<file path="src/rtl/control_fsm.sv">
// Sequences the FIFO arbiter layer through RESET/INIT/IDLE/ACTIVE/ERROR and owns the FIFO thresholds.
// Latency: one edge from sampled input to state/flags; all outputs come from registers or state decode.
// Backpressure: arb_enable gates arbiter pop/push; it is low outside IDLE/ACTIVE and ERROR is absorbing.
module control_fsm #(
    parameter int THRESH_W    = 3,
    parameter int IDLE_CYCLES = 4
) (
    input  logic                clk,
    input  logic                reset_L,
    input  logic                init,
    input  logic [THRESH_W-1:0] umbral_af_in,
    input  logic [THRESH_W-1:0] umbral_ae_in,
    input  logic [3:0]          empty_in,
    input  logic [3:0]          empty_out,
    input  logic [7:0]          fifo_error,
    output logic [2:0]          estado,
    output logic [THRESH_W-1:0] umbral_af,
    output logic [THRESH_W-1:0] umbral_ae,
    output logic                arb_enable,
    output logic                idle_out,
    output logic                active_out,
    output logic                error_out,
    output logic [7:0]          error_src,
    output logic                cfg_error
);

    typedef enum logic [2:0] {
        ST_RESET  = 3'd0,
        ST_INIT   = 3'd1,
        ST_IDLE   = 3'd2,
        ST_ACTIVE = 3'd3,
        ST_ERROR  = 3'd4
    } state_t;

    // Counter value on the last all-empty edge before dropping back to IDLE.
    localparam logic [3:0] IDLE_TERM = 4'(IDLE_CYCLES - 1);

    state_t      state;
    state_t      state_nxt;
    logic [3:0]  idle_cnt;
    logic [3:0]  idle_cnt_nxt;
    logic        err_load;
    logic [7:0]  err_src_nxt;
    logic        cfg_err_nxt;
    logic        thr_load;
    logic        all_empty;
    logic        any_err;
    logic        cfg_ok;

    assign all_empty = (&empty_in) & (&empty_out);
    assign any_err   = |fifo_error;
    assign cfg_ok    = umbral_ae < umbral_af;

    // State register, idle counter and error capture.
    always_ff @(posedge clk or negedge reset_L) begin
        if (!reset_L) begin
            state     <= ST_RESET;
            idle_cnt  <= 4'd0;
            error_src <= 8'd0;
            cfg_error <= 1'b0;
        end else begin
            state    <= state_nxt;
            idle_cnt <= idle_cnt_nxt;
            if (err_load) begin
                error_src <= err_src_nxt;
                cfg_error <= cfg_err_nxt;
            end
        end
    end

    // Thresholds track the inputs on every edge that enters or stays in INIT, and hold otherwise.
    always_ff @(posedge clk or negedge reset_L) begin
        if (!reset_L) begin
            umbral_af <= '0;
            umbral_ae <= '0;
        end else if (thr_load) begin
            umbral_af <= umbral_af_in;
            umbral_ae <= umbral_ae_in;
        end
    end

    // Next-state, counter and error-capture decisions; errors outrank init, which outranks traffic.
    always_comb begin
        state_nxt    = state;
        idle_cnt_nxt = 4'd0;
        err_load     = 1'b0;
        err_src_nxt  = fifo_error;
        cfg_err_nxt  = 1'b0;
        case (state)
            ST_RESET: begin
                state_nxt = ST_INIT;
            end
            ST_INIT: begin
                // fifo_error is ignored here: the FIFOs are mid-reconfiguration.
                if (!init) begin
                    if (cfg_ok) begin
                        state_nxt = ST_IDLE;
                    end else begin
                        state_nxt   = ST_ERROR;
                        err_load    = 1'b1;
                        cfg_err_nxt = 1'b1;
                    end
                end
            end
            ST_IDLE: begin
                if (any_err) begin
                    state_nxt = ST_ERROR;
                    err_load  = 1'b1;
                end else if (init) begin
                    state_nxt = ST_INIT;
                end else if (!all_empty) begin
                    state_nxt = ST_ACTIVE;
                end
            end
            ST_ACTIVE: begin
                if (any_err) begin
                    state_nxt = ST_ERROR;
                    err_load  = 1'b1;
                end else if (init) begin
                    state_nxt = ST_INIT;
                end else if (all_empty) begin
                    // Counter stops at the terminal value, so it can never wrap.
                    if (idle_cnt >= IDLE_TERM) begin
                        state_nxt = ST_IDLE;
                    end else begin
                        idle_cnt_nxt = idle_cnt + 4'd1;
                    end
                end
            end
            ST_ERROR: begin
                state_nxt = ST_ERROR;
            end
            default: begin
                // Corrupted state code: lock up without blaming config or a FIFO.
                state_nxt   = ST_ERROR;
                err_load    = 1'b1;
                err_src_nxt = 8'd0;
                cfg_err_nxt = 1'b0;
            end
        endcase
    end

    // Threshold load strobe, separate so the hold-outside-INIT rule is visible on its own.
    always_comb begin
        thr_load = (state == ST_INIT) || (state_nxt == ST_INIT);
    end

    // Moore outputs decoded from the state register only.
    always_comb begin
        estado     = state;
        idle_out   = (state == ST_IDLE);
        active_out = (state == ST_ACTIVE);
        error_out  = (state == ST_ERROR);
        arb_enable = (state == ST_IDLE) || (state == ST_ACTIVE);
    end

endmodule

</file>
<file path="config.mk">
export PLATFORM = sky130hd
export DESIGN_NAME = control_fsm
export DESIGN_NICKNAME = d
export VERILOG_FILES = /design/src/rtl/control_fsm.sv
export SDC_FILE = /design/constraint.sdc
export NUM_CORES = 1
export LEC_CHECK = 0
export ABC_CLOCK_PERIOD_IN_PS = 3540
export CORE_UTILIZATION = 46
export DETAILED_ROUTE_END_ITERATION = 16
export MAX_ROUTING_LAYER = met4
export PLACE_DENSITY = 0.8
export SETUP_SLACK_MARGIN = 0.2
export SYNTH_ARGS = -nofsm -noshare
export SYNTH_HDL_FRONTEND = slang
export SYNTH_SLANG_ARGS = --single-unit
</file>
<file path="constraint.sdc">
create_clock -name clk -period 3.54 [get_ports clk]
set_input_delay 0.531 -clock clk [delete_from_list [all_inputs] [get_ports clk]]
set_output_delay 0.531 -clock clk [all_outputs]
set_load 0.1 [all_outputs]
</file>
# After elaboration in Yosys (flattened, before gate mapping)
# Index checks and enable logic that the tools add are counted.
dict set report word_totals {
  ff_bits 22
  input_bits 25
  out_inout_bits 22
}
dict set report classes {
  add_sub_neg 1
  n_lt_le_gt_ge 2
  n_eq_ne 5
  mux 21
  bitwise_logic 1
  reduce_logical 9
}
# operator count
set ops {}
lappend ops {{two-way mux 3 bit} 9}
lappend ops {{two-way mux 4 bit} 5}
lappend ops {{one-hot mux 3 bit (4 select lines)} 1}
lappend ops {{two-way mux 8 bit} 1}
lappend ops {{AND reduction 4 bit} 2}
lappend ops {{OR reduction 8 bit} 1}
lappend ops {{== test 3 x 1 -> 1 bit (second input constant)} 2}
lappend ops {{== test 3 x 2 -> 1 bit (second input constant)} 2}
lappend ops {{OR reduction 5 bit} 1}
lappend ops {{adder 4 x 1 -> 4 bit (second input constant)} 1}
lappend ops {{greater-or-equal comparator 4 x 2 -> 1 bit (second input constant)} 1}
lappend ops {{two-way mux 1 bit} 4}
lappend ops {{OR reduction 2 bit} 2}
lappend ops {{== test 3 bit (second input constant)} 1}
lappend ops {{zero test 3 bit} 1}
lappend ops {{less-than comparator 3 bit} 1}
lappend ops {{one-hot mux 1 bit (3 select lines)} 1}
lappend ops {{logical OR 1 bit} 2}
lappend ops {{AND 1 bit} 1}

# Depth between registers and ports, before layout
dict set report logic_depth {
  ltp_word 8
  ltp_mapped 7
  mapped_depth_nobuf 6
}

# Worst setup path after synthesis
# OpenSTA, ideal clock, no wires.
dict set report synth_path {
  path_type {reg2out}
  from {register state[1] (netlist: estado[1])}
  to {output port active_out}
  arrival_ns 2.636
  required_ns 3.009
  path_slack_ns 0.373
  path_stages_with_launch 4
  path_cell_list {dfrtp_1 -> buf_2 -> nand2b_1 -> nor2_1}
}
dict set report synth_via {
  elab_chain_len 1
}
# item line
set synth_rtl {}
lappend synth_rtl {{start: declaration} 38} ;# state_t state;
lappend synth_rtl {{start signal: assignment} 62} ;# state <= state_nxt;
lappend synth_rtl {{== test 3 x 2 -> 1 bit} 152} ;# active_out = (state == ST_ACTIVE);
lappend synth_rtl {{end: declaration} 21} ;# output logic active_out,
# No other way between the ends.

# Worst setup path after layout
dict set report layout_path {
  from {register state[2] (netlist: estado[2])}
  to {output port error_out}
}
dict set report layout_via {
  elab_chain_len 1
}
# item line
set layout_rtl {}
lappend layout_rtl {{== test 3 bit} 153} ;# error_out = (state == ST_ERROR);
lappend layout_rtl {{end: declaration} 22} ;# output logic error_out,
# No other way between the ends.

==> impl_results.md <==
* Hold Crit Class: reg2reg
* NumNets Final at 187
* Uppermost layer routed: met4
* Flop pwr share at 53.6%
* Worst Tran Pin Value at 0.996 ns
* Starting density of the core at 49.0%
* Detailed-route wire length at 2690 um
* Relative slew slack at 33.4%
* Mapped Area at 1210 um^2
* Met3 wire length at 103 um
* WP data arrival at 2.35 ns
* Sequential cell area at 551 um^2
* Yosys warning total at 0
* Fin util at 68.9%
* Post-route DRC violation count at 0
* EDFF count, synth at 0
* Routed WL per cell at 14.3 um
* Row cnt at 18
* Clock Latency Late Sink at 0.30 ns
* Worst path required time at 3.01 ns
* Fmax achieved at 348 MHz
* Hold Path Origin: idle_cnt[0]
* # diodes at 0
* HPWL after DPL at 2050 um
* Worst path max stage delay at 0.75 ns
* Design Power at 0.000483 W
* P&R area growth vs syn at 40.6%
* 1st-pass router iterations at 4
* Worst R2R End: error_src[2]
* Tmin final at 2.88 ns
* Placed cells at 184
* Syn Area/Cell at 10.7 um^2
* H-tree level count at 1
* CP Capture Type: primary output
* P_leak at 0.718 nW
* Core area at 2480 um^2
* CTS buffer count at 3
* Setup bufs post-CTS at 0
* Yosys reg bits at 22
* Tcrit/Tclk final at 81.3%
* Total Routing Usage GR at 21.4%
* TritonCTS clock tree: yes
* Worst r2r src: umbral_af[2]
* Clock skew at 0.00225 ns
* Synth unique cells at 34
* Vias per inst at 5.52
* TritonCTS Sinks at 22
* Area contributors post-synth: dfrtp_1 (45%), o311ai_2 (11%), o2111ai_1 (5.8%)
* Top FF cell, synth: dfrtp_1
* Status: finished, final reports clean
* Final setup vio count at 0
* Fin. max-slew vios at 0
* Height of the chip at 53.4 um
* Pint at 0.000354 W
* Post-CTS Hold Buffers at 0
* VDD IR-drop max at 249 uV
* Setup TNS at 0 ns
* Fillers at 200
* Clk buf depth at 2
* Root buffer cell: clkbuf_4
* Pin count of the biggest net entering global routing at 23
* Internal reg-to-reg setup slack at 1.35 ns
* Non-filler instance count after layout at 188
* Slowest-stage cell, CP: dfrtp_1
* Mapped Cells at 113
* Comb pwr share at 17.7%
* P_sw at 0.000129 W
* Num ports at 47
* DR WL met2 at 1400 um
* P per Cell Area at 283 nW/um^2
* Routed vias at 1037
* Critical path cell sequence: inv_1, nor3_2, buf_4
* Final Hold Fails at 0
* Share of cells above drive strength 1 at 15.2%
* Setup Crit Path Kind: reg2out
* Resize count post-CTS at 0
* Vias in the first global route at 969
* RSZ-0062 raised after global routing: no
* GPL Wtd Cong at 0.823
* Synth area leader: dfrtp_1
* Met1 wire length at 1170 um
* Largest fanout on the critical path at 15
* Routed Antenna Nets at 0
* Switching Fraction at 26.7%
* Global-route wire length before repair at 4260 um
* Synth top area share at 45.4%
* Number of port buffers at 46
* Post-synth ARST share at 100%
* Register area share after synthesis at 45.4%
* Multi-input gate area at 574 um^2
* Max Cap Violations at 0
* Worst hold endpoint: idle_cnt[0]
* Grt ovf at 0
* Die W at 53.4 um
* Clk pin slew, worst setup/hold paths at 0.12 ns
* Initial antenna violation count at 0
* R2R depth at 6
* Cell depth of the worst hold path at 1
* Clk network pwr share at 28.7%
* DRT iter0 DRCs at 7
* Startpoint types: flip-flop
* Die area at 2850 um^2
## worst max-delay path, delay by kind of cell (launching register included)
family	cells	cell delay [ns]
flip-flops	1	0.75
AND/OR/NAND/NOR	1	0.56
buffers and inverters	2	0.72
## power groups by stage
stage / combinational (W) / sequential, W / clock [W]
floorplan: 0.0000158 / 0.000289 / 0
global placement: 0.0000840 / 0.000263 / 0
detailed placement: 0.0000862 / 0.000264 / 0
CTS: 0.0000864 / 0.000259 / 0.000146
global route: 0.0000912 / 0.000260 / 0.000154
finish: 0.0000856 / 0.000259 / 0.000139
## per-layer routing
metal	global-route usage [%]	up-vias
li1	-	501
met1	25.3	504
met2	37.5	30
met3	1.72	2
met4	7.89	0
met5	-	-
## cell usage after synthesis (3+ instances only)
cell type,number
dfrtp_1,22
inv_1,15
nand2_1,10
o2111ai_1,8
o311ai_2,8
mux2_1,6
nor2_1,6
ha_1,3
nor3_1,3
## worst max-delay path by stage
stage	from	endpoint	slack [ns]	cells after the start
2_1_floorplan	estado[1]	active_out	0.37	3
3_3_place_gp	estado[2]	error_out	1.11	3
3_5_place_dp	estado[2]	error_out	1.04	3
4_1_cts	estado[2]	error_out	0.66	3
5_1_grt	estado[2]	error_out	0.52	3
6_report	estado[2]	error_out	0.66	3
## stage by stage
stage / cell area [um^2] / hold WS [ns] / setup slack (ns)
after floorplan: 1220 / 0.235 / 0.373
after global placement: 1670 / 0.421 / 1.11
after detailed placement: 1670 / 0.429 / 1.04
after CTS: 1710 / 0.450 / 0.658
after global routing: 1710 / 0.476 / 0.525
final: 1710 / 0.448 / 0.663
## cell usage in the layout (no fill, tap or decap), drive strengths merged
master,synthesis,layout
a21bo,1,1
a21o,1,1
a21oi,3,3
a22oi,1,1
a31oi,2,2
and2,1,1
buf,4,5
clkbuf,2,4
clkdlybuf4s50,0,41
conb,1,2
dfrtp,22,22
ha,3,3
inv,16,16
mux2,6,6
nand2,10,10
nand2b,2,2
nand3,2,2
nand4,1,1
nand4b,1,1
nor2,6,6
nor3,4,4
nor3b,1,1
nor4,3,3
o2111ai,8,8
o21a,2,2
o311ai,8,8
o32ai,1,1
or3,1,1
## cell families (layout without fill, tap and decap cells)
group                    after synthesis  count (layout)  share of synthesized area [%]
AO/OA/AOI/OAI                         27              27                           23.7
adder cells (fa/ha/maj)                3               3                           3.09
buffers and inverters                 22              66                           7.63
flip-flops                            22              22                           45.4
multiplexers                           6               6                           5.57
other                                  1               2                          0.309
AND/OR/NAND/NOR                       32              32                           14.3
## cell type report
type,instances,share of cell area [%]
multi-input combinational,70,33.7
tap,30,2.20
timing repair buffer,46,26.2
sequential,22,32.3
inverter,16,3.52
clock buffer,4,2.13
## flip-flops by register name, summed over array words and instances, names as in the netlist
name       flops
idle_cnt       4
umbral_af      3
estado         3
cfg_error      1
umbral_ae      3
error_src      8
Power figures use the tool's default switching activity.
==> RTL change 1: new RTL, same settings <==
Make the reset (`reset_L`) synchronous in 2 clocked blocks.
--- a/src/rtl/control_fsm.sv
+++ b/src/rtl/control_fsm.sv
@@ -53,5 +53,5 @@
 
     // State register, idle counter and error capture.
-    always_ff @(posedge clk or negedge reset_L) begin
+    always_ff @(posedge clk) begin
         if (!reset_L) begin
             state     <= ST_RESET;
@@ -70,5 +70,5 @@
 
     // Thresholds track the inputs on every edge that enters or stays in INIT, and hold otherwise.
-    always_ff @(posedge clk or negedge reset_L) begin
+    always_ff @(posedge clk) begin
         if (!reset_L) begin
             umbral_af <= '0;
Function: differs if reset_L is asserted again (counterexample within 4 cycles, from zero or initial values and one cycle with reset_L low); with reset_L held inactive, the same outputs for 10 cycles.
==> RTL change 1 against the unedited design <==
Setup slack better by 0.26 ns; clock skew is 0.0059 ns higher; first-iteration DRC count rose by 71%; global-route usage fell by 0.87 points; wire length is 19% lower; critical path depth shrank 2; via count shrank 5.2%; synthesized area shrank 16%; sequential share of layout area is 3.4 points lower; design area is 10% lower; sequential cell count stayed put; critical endpoint is now estado[1]; largest cell class unchanged.
Power is not compared: it rests on default switching activity, and its combinational part moved more than twofold at a synthesized area within 25%.
==> RTL change 1: results (changes against the unedited design) <==
Parameter                              Value

Synthesis
  Synth Flop Type ... dfxtp_1 (was dfrtp_1)
  Commonest cells post-synth ... nand2_1, dfxtp_1, mux2i_1 (was dfrtp_1, inv_1, nand2_1)
  Synth top area cells ... dfxtp_1, nand2_1, mux2i_1 (was dfrtp_1, o311ai_2, o2111ai_1)
  Count of different cell masters after synthesis ... 33 (was 34)
  Portion of the post-synthesis area used by sequential elements ... 43.5% (was 45.4%)
  Cell count after synthesis ... 118 (was 113)

Layout
  Final instance count without filler cells ... 190 (was 188)
  Layout filler cell count ... 158 (was 200)
  Fraction of final layout cells with drive strength greater than 1 ... 9.20% (was 15.2%)
  Final antenna diode count ... 0 (unchanged)

Critical path
  Arrival time of data at the critical path endpoint ... 2.09 ns (was 2.35 ns)
  Worst setup path end ... estado[1] (was error_out)
  Crit path launch ... estado[1] (was estado[2])
  FF-to-FF End ... error_src[0] (was error_src[2])
  Kind of cell with the highest combined delay on the critical path ... buffers and inverters (was flip-flops)
  Register-to-register setup slack ... 1.55 ns (was 1.35 ns)
  Slowest library cell on the worst path ... clkdlybuf4s50_1 (was dfrtp_1)
  Critical R2R Launch ... umbral_af[2] (unchanged)
  Maximum single-stage delay on the critical path ... 1.21 ns (was 0.75 ns)
  Crit-path max FO ... 10 (was 15)

Placement
  Worst slack at placement ... 1.16 ns (was 1.04 ns)
  Half-perimeter wire length of the detailed placement result ... 1.69 mm (was 2.05 mm)
  Post-place instance area ... 1480 sq um (was 1670 sq um)

Global route
  First-pass GRT wire length ... 3.82 mm (was 4.26 mm)
  Via count of the first global-routing pass ... 902 (was 969)
  GRT Total Usage ... 20.5% (was 21.4%)
  Maximum number of pins on one net before global-route repair ... 18 (was 23)

Detailed routing
  Vias after detailed routing ... 983 (was 1037)
  Iteration-0 DRC Markers ... 12 (was 7)
  Sum of routed wire length over all layers ... 2.19 mm (was 2.69 mm)

STA
  Measured slew at the worst slew-check pin ... 0.973 ns (was 0.996 ns)
  Final setup margin ... 0.924 ns (was 0.663 ns)

CTS
  Count of H-tree levels built during CTS ... 1 (unchanged)

Outcome
  Outcome ... completed (unchanged)

Power
  Peak ir drop on the vdd network ... 0.348 mV

Worst hold path
  Path class of the lowest-slack min-delay path ... reg -> reg (unchanged)
[RTL change 1: layout make-up]
class / count / area (sq um) / area share (%)
multi-input combinational: 86 / 532 / 34.8
timing repair buffer: 46 / 450 / 29.5
sequential: 22 / 440 / 28.8
tap: 27 / 33.8 / 2.21
clock inverter: 1 / 30.0 / 1.97
clock buffer: 3 / 22.5 / 1.47
inverter: 5 / 18.8 / 1.23
[RTL change 1: cell families (layout without fill, tap and decap cells)]
group,count (synthesis),count (layout),synth area share [%]
compound gates,17,17,12.5
buf+inv,11,55,4.94
flops,22,22,43.5
simple gates,56,56,27.2
fa+ha+maj,3,3,3.70
other cells,1,2,0.370
mux,8,8,7.90
[RTL change 1: power by group]
group,switching [mW],internal [mW]
sequential,0.0211,0.273
combinational,0.260,0.108
clock,0.0768,0.114
[RTL change 1: routing by layer]
metal  GRT usage, %  vias to the layer above  share of wire [%]
met5              -                        -                  0
met1           26.0                      454                 43
li1               -                      491                  -
met4           2.94                        0                  0
met2           35.0                       38                 50
met3           3.43                        0                6.1
[RTL change 1: worst min path at each step]
stage	start	to	slack (ns)	cells past startpoint
global route	idle_cnt[0]	idle_cnt[0]	0.47	1
CTS	idle_cnt[0]	idle_cnt[0]	0.44	1
floorplan	idle_cnt[0]	idle_cnt[0]	0.40	1
finish	idle_cnt[0]	idle_cnt[0]	0.44	1
detailed placement	idle_cnt[0]	idle_cnt[0]	0.42	1
global placement	idle_cnt[0]	idle_cnt[0]	0.41	1
==> RTL change 2: new RTL, config.mk and constraints unchanged <==
Made on the original files. Change the parameter `THRESH_W` from 3 to 6.
--- a/src/rtl/control_fsm.sv
+++ b/src/rtl/control_fsm.sv
@@ -3,5 +3,5 @@
 // Backpressure: arb_enable gates arbiter pop/push; it is low outside IDLE/ACTIVE and ERROR is absorbing.
 module control_fsm #(
-    parameter int THRESH_W    = 3,
+    parameter int THRESH_W    = 6,
     parameter int IDLE_CYCLES = 4
 ) (
Ports: changed (resized umbral_ae, umbral_ae_in, umbral_af and umbral_af_in); port bits go from 47 to 59. No check against the original RTL was run, so the function may have changed too.
==> RTL change 2 against the unedited design <==
Clock power is 7% lower; wire length up 38%; sequential share of layout area up 0.11 points; final cell count increased by 29%; setup slack better by 0.20 ns; design area up 27%; synthesized area increased by 27%; sequential cell count grew 6; first-iteration DRC count grew to 17 times the old value; total power is 27% higher; core utilization rose by 0.87 points; critical endpoint is now estado[1]; largest cell class unchanged; largest power group unchanged.
==> RTL change 2: results (changes against the unedited design) <==
Parameter                              Value

Outcome
  Outcome ... completed (unchanged)

Power
  Peak ir drop on the vdd network ... 0.245 mV (was 0.249 mV)
  Standby leakage power ... 0.914 nW (was 0.718 nW)
  Sw frac ... 30.1% (was 26.7%)

Global route
  First-pass GRT wire length ... 6.11 mm (was 4.26 mm)
  Via count of the first global-routing pass ... 1376 (was 969)
  Maximum number of pins on one net before global-route repair ... 29 (was 23)
  GRT Total Usage ... 23.1% (was 21.4%)

Placement
  Half-perimeter wire length of the detailed placement result ... 2.79 mm (was 2.05 mm)
  IO Port Bufs ... 58 (was 46)
  RD Place Congestion ... 0.851 (was 0.823)
  Worst slack at placement ... 0.730 ns (was 1.04 ns)

Critical path
  Arrival time of data at the critical path endpoint ... 2.15 ns (was 2.35 ns)
  Slowest library cell on the worst path ... clkdlybuf4s50_1 (was dfrtp_1)
  Crit-path max FO ... 12 (was 15)
  Kind of cell with the highest combined delay on the critical path ... buffers and inverters (was flip-flops)
  Maximum single-stage delay on the critical path ... 1.21 ns (was 0.75 ns)

Layout
  Biggest regs ... error_src (8), umbral_ae (6), umbral_af (6) (was error_src (8), idle_cnt (4))
  Number of nets in the finished design ... 238 (was 187)
  Layout filler cell count ... 262 (was 200)
  Fraction of final layout cells with drive strength greater than 1 ... 15.1% (was 15.2%)

Detailed routing
  Remaining antenna violation count after routing ... 0 (unchanged)
  Sum of routed wire length over all layers ... 3.71 mm (was 2.69 mm)
  Iteration-0 DRC Markers ... 121 (was 7)
  Drt first pass iters ... 5 (was 4)
  Vias after detailed routing ... 1395 (was 1037)

Synthesis
  Synth top area cells ... dfrtp_1, nand4_1, mux2_4 (was dfrtp_1, o311ai_2, o2111ai_1)
  Arithmetic-cell share of the synthesized area counting full adders, half adders and majority gates ... 4.89% (was 3.09%)
  Portion of the post-synthesis area used by sequential elements ... 45.6% (was 45.4%)
  Count of different cell masters after synthesis ... 35 (was 34)
  Commonest cells post-synth ... dfrtp_1, nand4_1, nand3_1 (was dfrtp_1, inv_1, nand2_1)
  Mux cell area share after synthesis ... 11.2% (was 5.57%)

STA
  Slew Limit Headroom ... 34.5% (was 33.4%)
## RTL change 2: changes by cell type in the layout (fill, tap and decap cells not counted), moves of 8 or more
cell	change
nand3_1	+15
o311ai_2	-8
clkdlybuf4s50_1	+13
inv_1	-8
mux2_4	+10
o2111ai_1	-8
nand2_1	-9
nand4_1	+26
## RTL change 2: layer usage
metal	track usage (%)	part of all wire (%)
met5	-	0
met4	7.31	1.9
met3	1.95	4.2
met2	40.3	52
met1	28.2	42
## RTL change 2: kinds of logic (layout without fill, tap and decap cells)
family | Yosys count | count (layout)
and+or+nand+nor | 67 | 67
buffers and inverters | 17 | 72
muxes | 12 | 12
AOI/OAI and AO/OA | 12 | 12
adders and majority gates | 6 | 6
other | 1 | 2
DFF | 28 | 28
## RTL change 2: path summary, 6_finish.rpt
kind	endpoint	slack (ns)	from	cells after the start
min	idle_cnt[0]	0.45	idle_cnt[0]	1
max in group asynchronous	umbral_af[0]	2.70	reset_L	2
max	estado[1]	0.86	estado[1]	1
min reg2reg	idle_cnt[0]	0.45	idle_cnt[0]	1
max reg2reg	estado[1]	1.57	umbral_af[2]	8
min in group asynchronous	umbral_af[3]	0.57	reset_L	2
## RTL change 2: per-stage QoR
step | cell area, sq um | hold WS [ns] | instances | util [%]
6_report | 2160 | 0.452 | 243 | 69.8
5_1_grt | 2160 | 0.478 | 243 | 69.8
4_1_cts | 2160 | 0.453 | 243 | 69.8
3_5_place_dp | 2140 | 0.434 | 240 | 69.0
3_3_place_gp | 2140 | 0.420 | 240 | 69.0
2_1_floorplan | 1550 | 0.235 | 144 | -
## RTL change 2: power by group through the flow
stage / Clock, mW / Combinational [mW] / Sequential (mW)
CTS: 0.132 / 0.150 / 0.335
global placement: 0 / 0.146 / 0.340
global route: 0.144 / 0.158 / 0.336
finish: 0.129 / 0.149 / 0.334
floorplan: 0 / 0.0303 / 0.391
detailed placement: 0 / 0.150 / 0.340
## RTL change 2: cell type report
| cell class | instances | area [sq um] | share of cell area, % |
|---|---|---|---|
| Tap cell | 44 | 55.1 | 2.54 |
| Clock buffer | 3 | 22.5 | 1.04 |
| Multi-Input combinational cell | 99 | 759 | 35.1 |
| Timing Repair Buffer | 62 | 601 | 27.7 |
| Sequential cell | 28 | 701 | 32.4 |
| Inverter | 7 | 26.3 | 1.21 |
